## src/rtl/orion_arb_pkg.sv

```systemverilog
// Shared types and helpers for the orion clocked-to-asynchronous arbiter.
// Holds the FSM state enum, a clog2 that never returns 0, and the round-robin selector.
package orion_arb_pkg;

   typedef enum logic [1:0] {
      IDLE = 2'd0,
      LOAD = 2'd1,
      WAIT = 2'd2
   } arb_state_t;

   // Upper bound on requester count accepted by rr_select.
   localparam int MAX_REQ = 32;

   function automatic int safe_clog2(input int n);
      return (n <= 1) ? 1 : $clog2(n);
   endfunction

   // First set bit of valid at or above ptr, wrapping modulo n; 0 when none are set.
   function automatic int rr_select(input logic [MAX_REQ-1:0] valid, input int ptr, input int n);
      int   idx;
      int   sel;
      logic found;
      sel   = 0;
      found = 1'b0;
      for (int k = 0; k < MAX_REQ; k++) begin
         idx = ptr + k;
         if (idx >= n) idx = idx - n;
         if (k < n && !found && valid[idx[4:0]]) begin
            sel   = idx;
            found = 1'b1;
         end
      end
      return sel;
   endfunction

endpackage

```

## src/rtl/orion_sync_ff.sv

```systemverilog
// Single-bit multi-flop synchronizer with an asynchronous reset to a chosen value.
module orion_sync_ff #(
   parameter int   SYNC_STAGES = 2,
   parameter logic RESET_VAL   = 1'b0
) (
   input  logic clk,
   input  logic reset,
   input  logic d,
   output logic q
);

   logic [SYNC_STAGES-1:0] chain;

   always_ff @(posedge clk or posedge reset) begin
      if (reset) begin
         chain <= {SYNC_STAGES{RESET_VAL}};
      end else begin
         chain <= {chain[SYNC_STAGES-2:0], d};
      end
   end

   assign q = chain[SYNC_STAGES-1];

endmodule

```

## src/rtl/orion_sync_arb_tx.sv

```systemverilog
// Round-robin arbiter feeding one 2-phase bundled-data channel from NUM_REQ valid/ready requesters.
// One word in flight at a time; the next grant waits for the synchronized ack phase to match out_req.
module orion_sync_arb_tx
   import orion_arb_pkg::*;
#(
   parameter int   NUM_REQ     = 4,
   parameter int   WIDTH       = 8,
   parameter int   SYNC_STAGES = 2,
   parameter logic PO_INIT     = 1'b0,
   localparam int  SRC_W       = safe_clog2(NUM_REQ)
) (
   input  logic                     clk,
   input  logic                     reset,
   input  logic [NUM_REQ-1:0]       req_valid,
   output logic [NUM_REQ-1:0]       req_ready,
   input  logic [NUM_REQ*WIDTH-1:0] req_data,
   output logic                     out_req,
   input  logic                     out_ack,
   output logic [WIDTH-1:0]         out_data,
   output logic [SRC_W-1:0]         out_src,
   output logic                     busy,
   output logic                     ack_err
);

   arb_state_t       state;
   logic [SRC_W-1:0] rr_ptr;
   logic [SRC_W-1:0] grant;
   logic [SRC_W-1:0] next_ptr;
   logic             any_valid;
   logic             ack_s;
   logic             ack_prev;

   orion_sync_ff #(
      .SYNC_STAGES (SYNC_STAGES),
      .RESET_VAL   (PO_INIT)
   ) u_ack_sync (
      .clk   (clk),
      .reset (reset),
      .d     (out_ack),
      .q     (ack_s)
   );

   // Grant is only offered in IDLE and is forced off while reset is held.
   always_comb begin
      any_valid = |req_valid;
      grant     = SRC_W'(rr_select(MAX_REQ'(req_valid), int'(rr_ptr), NUM_REQ));
      next_ptr  = (int'(grant) == NUM_REQ - 1) ? '0 : grant + 1'b1;
      req_ready = '0;
      if (state == IDLE && any_valid && !reset) begin
         req_ready = NUM_REQ'(1) << grant;
      end
   end

   always_ff @(posedge clk or posedge reset) begin
      if (reset) begin
         state    <= IDLE;
         out_req  <= PO_INIT;
         out_data <= '0;
         out_src  <= '0;
         rr_ptr   <= '0;
         ack_err  <= 1'b0;
         ack_prev <= PO_INIT;
      end else begin
         ack_prev <= ack_s;
         // An ack edge is only legitimate while a word is outstanding.
         if (ack_s != ack_prev && state != WAIT) begin
            ack_err <= 1'b1;
         end
         case (state)
            IDLE: begin
               if (any_valid) begin
                  out_data <= req_data[int'(grant)*WIDTH +: WIDTH];
                  out_src  <= grant;
                  rr_ptr   <= next_ptr;
                  state    <= LOAD;
               end
            end
            LOAD: begin
               out_req <= ~out_req;
               state   <= WAIT;
            end
            WAIT: begin
               if (ack_s == out_req) begin
                  state <= IDLE;
               end
            end
            default: state <= IDLE;
         endcase
      end
   end

   assign busy = (state != IDLE);

endmodule

```

## config.mk

```make
export PLATFORM = sky130hd
export DESIGN_NAME = orion_sync_arb_tx
export DESIGN_NICKNAME = d
export VERILOG_FILES = /design/src/rtl/orion_arb_pkg.sv /design/src/rtl/orion_sync_ff.sv /design/src/rtl/orion_sync_arb_tx.sv
export SDC_FILE = /design/constraint.sdc
export NUM_CORES = 1
export LEC_CHECK = 0
export ABC_CLOCK_PERIOD_IN_PS = 4480
export BUFFER_PORTS_ARGS = -buffer_cell sky130_fd_sc_hd__buf_2
export CORE_MARGIN = 4
export CORE_UTILIZATION = 50
export CTS_CLUSTER_DIAMETER = 80
export DETAILED_ROUTE_END_ITERATION = 10
export PLACE_DENSITY = 0.95
export SLEW_MARGIN = 10
export SYNTH_ARGS = -nofsm -noshare
export SYNTH_HDL_FRONTEND = slang
export SYNTH_HIERARCHICAL = 1
export SYNTH_SLANG_ARGS = --single-unit
```

## constraint.sdc

```tcl
create_clock -name clk -period 4.48 [get_ports clk]
set_input_delay 0.672 -clock clk [delete_from_list [all_inputs] [get_ports clk]]
set_output_delay 0.672 -clock clk [all_outputs]
set_load 0.005 [all_outputs]
```

==> results of run 1 <==
## layout make-up
class,instances,area [sq um],area share
clock inverters,1,5.005,0.003110
inverters,5,18.77,0.01166
well taps,30,37.54,0.02333
flip-flops and latches,19,475.5,0.2955
clock buffers,3,22.52,0.01400
multi-input cells,87,767.0,0.4767
repair buffers,56,282.8,0.1757
## Yosys cell counts, types with 2 or more instances
master | n | share of area
a21o_1 | 2 | 0.012
a21oi_1 | 3 | 0.012
a221oi_2 | 8 | 0.094
and3_1 | 2 | 0.0097
buf_4 | 2 | 0.012
dfrtp_1 | 19 | 0.37
ha_1 | 5 | 0.049
inv_1 | 5 | 0.015
mux2_1 | 2 | 0.018
mux2_2 | 3 | 0.026
mux2i_1 | 21 | 0.16
nand2_1 | 2 | 0.0059
nand2b_1 | 3 | 0.015
nor2_1 | 10 | 0.029
nor4_1 | 2 | 0.0097
o21ai_0 | 4 | 0.016
or2_2 | 2 | 0.0097
or3_1 | 2 | 0.0097
xnor2_1 | 2 | 0.014
## layer usage
| metal | track usage | vias up |
|---|---|---|
| met5 | 0 | - |
| met4 | 0.09061 | 0 |
| met3 | 0.02412 | 5 |
| met2 | 0.3604 | 43 |
| met1 | 0.2232 | 533 |
| li1 | - | 544 |
## metrics by stage
stage,worst slack [ns],power (mW),util,cells
3_3_place_gp,0.7296,1.075,0.6437,197
6_report,0.2643,1.215,0.6555,201
2_1_floorplan,1.182,0.9299,-,116
3_5_place_dp,0.4842,1.126,0.6437,197
5_1_grt,0.1143,1.301,0.6555,201
4_1_cts,0.1270,1.218,0.6549,201
## sequential cells by signal, summed over array words and instances (netlist names)
signal and count:
out_src 2, u_ack_sync/chain 2, out_req 1, ack_prev 1, ack_err 1, state 2
out_data 8, rr_ptr 2
## worst max-delay path, delay by kind of cell, from the launching register on
family                     cells  cell delay, ns
AOI/OAI and AO/OA              3            1.00
DFF                            1            0.68
buffers and inverters          3            0.56
adders and majority gates      1            0.41
muxes                          1            0.35
and+or+nand+nor                1            0.21
## cells by family after synthesis
logic type	Yosys count	share of synthesized area
mux	26	0.2076
xor+xnor	3	0.02047
buf+inv	10	0.04190
flops	19	0.3704
fa+ha+maj	5	0.04873
compound gates	23	0.1784
simple gates	30	0.1326
## cells in the final DEF, fill, tap and decap left out, types with 3 or more instances in the layout
cell type	n
a21oi_1	3
a221oi_2	8
buf_2	55
clkbuf_4	3
dfrtp_1	19
ha_1	5
inv_1	5
mux2_2	3
mux2i_1	21
nand2b_1	3
nor2_1	10
o21ai_0	4
## how the worst max path moves through the flow
stage | end | cells after the start | slack, ns | start
floorplan | req_ready[3] | 10 | 1.18 | rr_ptr[0]$_DFFE_PP0P_
global placement | req_ready[0] | 9 | 0.73 | rr_ptr[0]$_DFFE_PP0P_
detailed placement | req_ready[2] | 9 | 0.48 | rr_ptr[0]$_DFFE_PP0P_
CTS | req_ready[2] | 9 | 0.13 | rr_ptr[0]$_DFFE_PP0P_
global route | req_ready[2] | 9 | 0.11 | rr_ptr[0]$_DFFE_PP0P_
finish | req_ready[2] | 9 | 0.26 | rr_ptr[0]$_DFFE_PP0P_
## repair_timing
item                                   in CTS  in global routing
buffers inserted                            0                  0
gates resized for setup                     0                  1
endpoints found under the hold margin       0                  0
setup endpoints to repair                   0                  2
## where the power goes
group / total (mW) / internal (mW) / switching (mW)
Combinational: 0.815 / 0.385 / 0.429
Clock: 0.0910 / 0.0334 / 0.0576
Sequential: 0.309 / 0.245 / 0.0638
Total: 1.21 / 0.664 / 0.551
==> results.json, run 1 <==
{
  "ff2ff_path_depth": 9,
  "ioPinCount": 56,
  "rsz0062_at_grt": "false",
  "leakage_nw": 0.8120,
  "synth_area_per_cell_sq_um": 11.07,
  "synth_ff_type": "dfrtp_1",
  "cts_tree": "yes",
  "ys_ff_latch": 19,
  "grt-ovfl-total": 0,
  "grtUsageTotal": 0.1957,
  "tightest_slew_ns": 0.7108,
  "power_density_mw_per_mm2": 754.9,
  "dp_hpwl_mm": 2.581,
  "path_clk_slew_ns": 0.11,
  "die-area_sq_mm": 0.003442,
  "fin_nets": 216,
  "detail_route.wirelength.met1_mm": 1.228,
  "fin_hold_ws_ns": 0.2173,
  "antennaDiodeCount": 0,
  "grt_pass1_wl_mm": 5.099,
  "wl_per_cell_um": 16.02,
  "syn_area_sq_mm": 0.001284,
  "hold_viol": 0,
  "top_layer_used": "met4",
  "drive_gt1_frac": 0.4503,
  "setup_tns_ns": 0,
  "synth_edf_count": 0,
  "relSlewSlack": 0.5261,
  "drtAntennaViolNets": 0,
  "rr_startpoint": "rr_ptr[0]$_DFFE_PP0P_",
  "status": "finished, final reports clean",
  "required_ns": 3.81,
  "clock-sinks": 19,
  "ys_async_sr_fraction": 1.000,
  "holdBufCountCts": 0,
  "crit_arrival_ns": 3.54,
  "dr.pass1.iters": 4,
  "crit_chain": "inv_1, ha_1, mux2_1, a22o_1, a2111oi_1, a311oi_4, buf_4, nor3b_1, buf_2",
  "routed_wl_mm": 3.220,
  "core_area_sq_mm": 0.002455,
  "clkLatencyLatePin_ns": 0.31,
  "route.met2.wl_mm": 1.735,
  "cp_max_fo": 14,
  "port_buffers": 55,
  "drv_cap": 0,
  "globalplace.congestion": 0.7223,
  "skew_ns": 0.002800,
  "drc": 0,
  "cp_slowest_cell": "dfrtp_1",
  "clk_path_buf_depth": 2,
  "fp.dieH_um": 58.67,
  "worst_setup_path_start_kind": "register",
  "ys_seq_area_frac": 0.3704,
  "yosysWarnings": 6,
  "route.met3.wl_um": 203,
  "syn-instance-count": 116,
  "fillerInstances": 195,
  "grt_max_degree": 20,
  "grt_pass1_vias": 1164,
  "max_freq_mhz": 237.2,
  "slew_violations": 0,
  "placementRows": 18,
  "avgViaCountPerCell": 5.597,
  "area_delta_synth_final_pct": 25.34,
  "initial_core_util": 0.5229,
  "peakVddDrop_v": 0.0005530,
  "worst_setup_path_end_kind": "output pin",
  "num_vias": 1125,
  "cts_max_level": 1,
  "antenna_found_initial": 0,
  "max_stage_delay_ns": 0.68,
  "postPlaceCellArea_sq_mm": 0.001580,
  "hold_class": "primary input to asynchronous set/reset pin",
  "path_class": "register to output pin",
  "setup_viol": 0,
  "post-route-period-util": 0.9410,
  "die_w_um": 58.67,
  "syn_nets": 160,
  "ys_types": 36,
  "finalCriticalPeriod_ns": 4.216,
  "cts_root_buffer": "clkbuf_4",
  "cts_buffers": 3,
  "fin_area_sq_mm": 0.001609,
  "timing.rr.end": "out_data[5]$_DFFE_PP0P_",
  "drt-initial-drc-count": 39,
  "r2r_setup_slack_ns": 1.08
}
Note: power is estimated with default switching activity, not from simulation.
==> inputs of run 2 (changes only) <==
--- a/config.mk
+++ b/config.mk
@@ -11,6 +11,7 @@
 export CORE_UTILIZATION = 50
 export CTS_CLUSTER_DIAMETER = 80
 export DETAILED_ROUTE_END_ITERATION = 10
+export MAX_ROUTING_LAYER = met4
 export PLACE_DENSITY = 0.95
 export SLEW_MARGIN = 10
 export SYNTH_ARGS = -nofsm -noshare
==> results.json, run 2 (synthesis results as in run 1) <==
{
  "status": "finished, final reports clean",
  "port_buffers": 55,
  "swShare": 0.4534,
  "cts_tree": "yes",
  "grt_pass1_vias": 1164,
  "ioPinCount": 56,
  "core_area_sq_mm": 0.002455,
  "power_frac_clock": 0.075,
  "drive_gt1_frac": 0.4503,
  "placementRows": 18,
  "area_delta_synth_final_pct": 25.34,
  "crit_arrival_ns": 3.54,
  "startpoint": "rr_ptr[0]$_DFFE_PP0P_",
  "crit_end": "req_ready[2]",
  "hold_viol": 0,
  "drtAntennaViolNets": 0,
  "final_util": 0.6555,
  "drt-initial-drc-count": 39,
  "combPwrFrac": 0.671,
  "setup_tns_ns": 0,
  "clock-sinks": 19,
  "die_w_um": 58.67,
  "dp_hpwl_mm": 2.581,
  "drv_cap": 0,
  "registers.top_by_ff_count": "out_data",
  "design_power_total_mw": 1.215,
  "routed_wl_mm": 3.220,
  "rsz0062_at_grt": "false",
  "cts_max_level": 1,
  "worst_setup_path_start_kind": "register",
  "relSlewSlack": 0.5263,
  "fin_nets": 216,
  "setup_viol": 0,
  "rr_startpoint": "rr_ptr[0]$_DFFE_PP0P_",
  "grt_pass1_wl_mm": 5.092,
  "p_seq_frac": 0.254,
  "wl_per_cell_um": 16.02,
  "clk_path_buf_depth": 2,
  "die-area_sq_mm": 0.003442,
  "required_ns": 3.81,
  "path_class": "register to output pin",
  "post-route-period-util": 0.9409,
  "r2r_setup_slack_ns": 1.08,
  "clkLatencyLatePin_ns": 0.31,
  "slew_violations": 0,
  "peakVddDrop_v": 0.0005530,
  "antenna_found_initial": 0,
  "p_sw_uw": 550.7,
  "ff2ff_path_depth": 9,
  "avgViaCountPerCell": 5.597,
  "grt_max_degree": 20,
  "mostFrequentLayoutCell": "buf_2",
  "fin_area_sq_mm": 0.001609,
  "fp.dieH_um": 58.67,
  "grt-ovfl-total": 0,
  "fillerInstances": 195,
  "cts_buffers": 3,
  "max_freq_mhz": 237.2,
  "cts_root_buffer": "clkbuf_4",
  "postPlaceCellArea_sq_mm": 0.001580,
  "num_vias": 1125,
  "timing.rr.end": "out_data[5]$_DFFE_PP0P_",
  "post_cts_buffers": 0,
  "skew_ns": 0.002815,
  "antennaDiodeCount": 0,
  "worst_setup_path_end_kind": "output pin",
  "intPower_uw": 663.9,
  "path_clk_slew_ns": 0.11,
  "finalCriticalPeriod_ns": 4.215,
  "dr.pass1.iters": 4,
  "tightest_slew_ns": 0.7105,
  "cp_max_fo": 14,
  "leakage_nw": 0.8120,
  "power_density_mw_per_mm2": 754.9,
  "initial_core_util": 0.5229,
  "largest_reg_flops": 8,
  "final_cell_mix": "55 x buf_2, 21 x mux2i_1, 19 x dfrtp_1, 10 x nor2_1, 8 x a221oi_2",
  "globalplace.congestion": 0.7308,
  "hold_class": "primary input to asynchronous set/reset pin",
  "drc": 0,
  "grtUsageTotal": 0.2015
}
run 2: cell counts in the layout (fill, tap and decap cells not counted):
No cell type changed its count.
run 2: layer usage:
metal | wire [um] | global-route usage
met3 | 200 | 0.02412
met5 | 0 | -
met2 | 1735 | 0.3604
met4 | 52 | 0.09061
met1 | 1232 | 0.2232
run 2: timing repair:
| action | CTS | global route |
|---|---|---|
| hold buffers | 0 | 0 |
| gates resized for setup | 0 | 1 |
| endpoints found under the setup margin | 0 | 2 |
run 2: power groups by stage:
| stage | registers, mW | logic (mW) | clock network, mW |
|---|---|---|---|
| after floorplan | 0.296 | 0.634 | 0 |
| after global placement | 0.307 | 0.769 | 0 |
| after detailed placement | 0.310 | 0.816 | 0 |
| after CTS | 0.308 | 0.816 | 0.0938 |
| after global routing | 0.319 | 0.885 | 0.0969 |
| final | 0.309 | 0.815 | 0.0911 |
run 2: metrics by stage:
stage,std cells,hold WS (ns),worst slack [ns]
CTS,201,0.2102,0.1270
floorplan,116,0.3312,1.182
finish,201,0.2173,0.2646
global route,201,0.2263,0.1143
global placement,197,0.3411,0.7296
detailed placement,197,0.3395,0.4842
run 2: area by class of cell:
type / instances / area, sq um / share of cell area
Inverter: 5 / 18.77 / 0.01166
Clock inverter: 1 / 5.005 / 0.003110
Timing Repair Buffer: 56 / 282.8 / 0.1757
Tap cell: 30 / 37.54 / 0.02333
Sequential cell: 19 / 475.5 / 0.2955
Clock buffer: 3 / 22.52 / 0.01400
Multi-Input combinational cell: 87 / 767.0 / 0.4767
run 2: worst min path at each step:
stage                               endpoint  slack, ns  depth (start not counted)
6_report       u_ack_sync/chain[0]$_DFF_PP0_       0.22                          2
5_1_grt        u_ack_sync/chain[0]$_DFF_PP0_       0.23                          2
4_1_cts        u_ack_sync/chain[1]$_DFF_PP0_       0.21                          2
3_5_place_dp   u_ack_sync/chain[1]$_DFF_PP0_       0.34                          0
3_3_place_gp   u_ack_sync/chain[1]$_DFF_PP0_       0.34                          0
2_1_floorplan  u_ack_sync/chain[1]$_DFF_PP0_       0.33                          0
run 2: worst max-delay path, stage by stage (launching register included):
cell and delay [ns]:
dfrtp_1 0.68, inv_1 0.12, ha_1 0.41, mux2_1 0.35
a22o_1 0.23, a2111oi_1 0.57, a311oi_4 0.20, buf_4 0.29
nor3b_1 0.21, buf_2 0.15
==> inputs of run 3 (changes only) <==
==> constraint.sdc (replaced) <==
create_clock -name clk -period 4.48 [get_ports clk]
set_input_delay 0.224 -clock clk [delete_from_list [all_inputs] [get_ports clk]]
set_output_delay 0.224 -clock clk [all_outputs]
set_load 0.005 [all_outputs]
==> results.json, run 3 (synthesis results as in run 1) <==
{
  "cts_buffers": 3,
  "path_class": "register to output pin",
  "cp_slowest_cell": "dfrtp_1",
  "antennaDiodeCount": 0,
  "leakage_nw": 0.8162,
  "rsz0062_at_grt": "false",
  "place_ws_ns": 0.8538,
  "crit_arrival_ns": 3.73,
  "ff2ff_path_depth": 10,
  "grt_max_degree": 20,
  "fin_nets": 217,
  "drtAntennaViolNets": 0,
  "cp_top_family": "compound AO/OA/AOI/OAI gates",
  "ioPinCount": 56,
  "rr_startpoint": "rr_ptr[0]$_DFFE_PP0P_",
  "postPlaceCellArea_sq_mm": 0.001580,
  "die-area_sq_mm": 0.003442,
  "grtUsageTotal": 0.1899,
  "crit_chain": "inv_1, ha_1, mux2_1, a22o_1, a2111oi_0, a311oi_4, buf_4, ha_1, and3_1, buf_2",
  "placementRows": 18,
  "busiest_layer": "met2",
  "clkLatencyLatePin_ns": 0.31,
  "drive_gt1_frac": 0.4477,
  "hold_class": "primary input to register",
  "fin_ws_ns": 0.5238,
  "port_buffers": 55,
  "antenna_found_initial": 0,
  "globalplace.congestion": 0.7702,
  "max_stage_delay_ns": 0.67,
  "instances_no_fill": 202,
  "skew_ns": 0.009198,
  "mostFrequentLayoutCell": "buf_2",
  "r2r_setup_slack_ns": 0.98,
  "num_vias": 1112,
  "crit_end": "req_ready[3]",
  "startpoint": "rr_ptr[0]$_DFFE_PP0P_",
  "crit_top_cell": "ha_1",
  "use_met2": 0.3094,
  "core_area_sq_mm": 0.002455,
  "routed_wl_mm": 3.048,
  "required_ns": 4.26,
  "finalCriticalPeriod_ns": 3.956,
  "gr-usage-met3": 0.02412,
  "power_density_mw_per_mm2": 743.1,
  "die_w_um": 58.67,
  "initial_core_util": 0.5229,
  "post-route-period-util": 0.8831,
  "grt_use_met1": 0.2361,
  "worst-path-buf-inv": 3,
  "clock-sinks": 19,
  "max_freq_mhz": 252.8,
  "setup_tns_ns": 0,
  "worst_setup_path_start_kind": "register",
  "grt_pass1_vias": 1092,
  "drc": 0,
  "cts_max_level": 1,
  "final_util": 0.6590,
  "design_power_total_mw": 1.202,
  "peakVddDrop_v": 0.0005082,
  "grt-ovfl-total": 0,
  "cp.depth": 10,
  "timing.rr.end": "rr_ptr[1]$_DFFE_PP0P_",
  "cts_root_buffer": "clkbuf_4",
  "min_path_cells": 1,
  "registers.top_by_ff_count": "out_data",
  "hold_viol": 0,
  "fin_area_sq_mm": 0.001618,
  "avgViaCountPerCell": 5.505,
  "final_cell_mix": "55 x buf_2, 21 x mux2i_1, 19 x dfrtp_1, 10 x nor2_1, 8 x a221oi_2",
  "setup_viol": 0,
  "area_delta_synth_final_pct": 26.02,
  "clk_path_buf_depth": 2,
  "dp_cells": 197,
  "cp_max_fo": 14,
  "grt_pass1_wl_mm": 4.830,
  "path_clk_slew_ns": 0.11,
  "fin_hold_ws_ns": 0.02365,
  "status": "finished, final reports clean",
  "tightest_slew_ns": 0.7410,
  "cts_tree": "yes",
  "relSlewSlack": 0.4932,
  "fillerInstances": 191,
  "fp.dieH_um": 58.67,
  "dr.pass1.iters": 4,
  "drt-initial-drc-count": 32,
  "largest_reg_flops": 8,
  "worst_setup_path_end_kind": "output pin",
  "drv_cap": 0,
  "dp_hpwl_mm": 2.440,
  "slew_violations": 0,
  "wl_per_cell_um": 15.09
}
run 3: cell types whose count changed in the layout (fill, tap and decap cells not counted), sizes merged:
cell / delta
dlygate4sd3: +1
run 3: cell type report:
| cell class | instances | area [sq um] | area share |
|---|---|---|---|
| multi-input combinational | 87 | 765.7 | 0.4733 |
| clock inverter | 1 | 5.005 | 0.003094 |
| sequential | 19 | 475.5 | 0.2939 |
| clock buffer | 3 | 22.52 | 0.01392 |
| inverter | 5 | 18.77 | 0.01160 |
| timing repair buffer | 57 | 292.8 | 0.1810 |
| tap | 30 | 37.54 | 0.02320 |
run 3: routing by layer:
metal  up-vias  share of wire
li1        547              -
met1       524           0.42
met2        37           0.51
met3         4          0.056
met4         0          0.012
met5         -              0
run 3: worst min-delay path by stage:
stage | startpoint | slack [ns] | end
2_1_floorplan | reset | -0.03 | u_ack_sync/chain[0]$_DFF_PP0_
3_3_place_gp | reset | 0.10 | u_ack_sync/chain[0]$_DFF_PP0_
3_5_place_dp | reset | 0.11 | u_ack_sync/chain[1]$_DFF_PP0_
4_1_cts | out_ack | 0.02 | u_ack_sync/chain[0]$_DFF_PP0_
5_1_grt | out_ack | 0.01 | u_ack_sync/chain[0]$_DFF_PP0_
6_report | out_ack | 0.02 | u_ack_sync/chain[0]$_DFF_PP0_
run 3: timing repair:
item | in CTS | in global routing
buffers inserted | 0 | 0
hold buffers | 1 | 0
endpoints found under the hold margin | 2 | 0
resized for setup | 0 | 0
run 3: report_power, final:
part           internal (mW)  switching [mW]  leakage, nW  total, mW
Clock                 0.0334          0.0554       0.0177     0.0888
Sequential             0.245          0.0618        0.215      0.307
Combinational          0.384           0.422        0.583      0.806
Total                  0.663           0.539        0.816       1.20
run 3: worst register-to-register path, cell delays in order, from the launching register on:
cell	delay (ns)
dfrtp_1	0.67
inv_1	0.13
ha_1	0.41
mux2_1	0.34
a22o_1	0.22
a2111oi_0	0.67
a311oi_4	0.21
buf_4	0.30
ha_1	0.30
nand2_1	0.05
o21ai_0	0.08
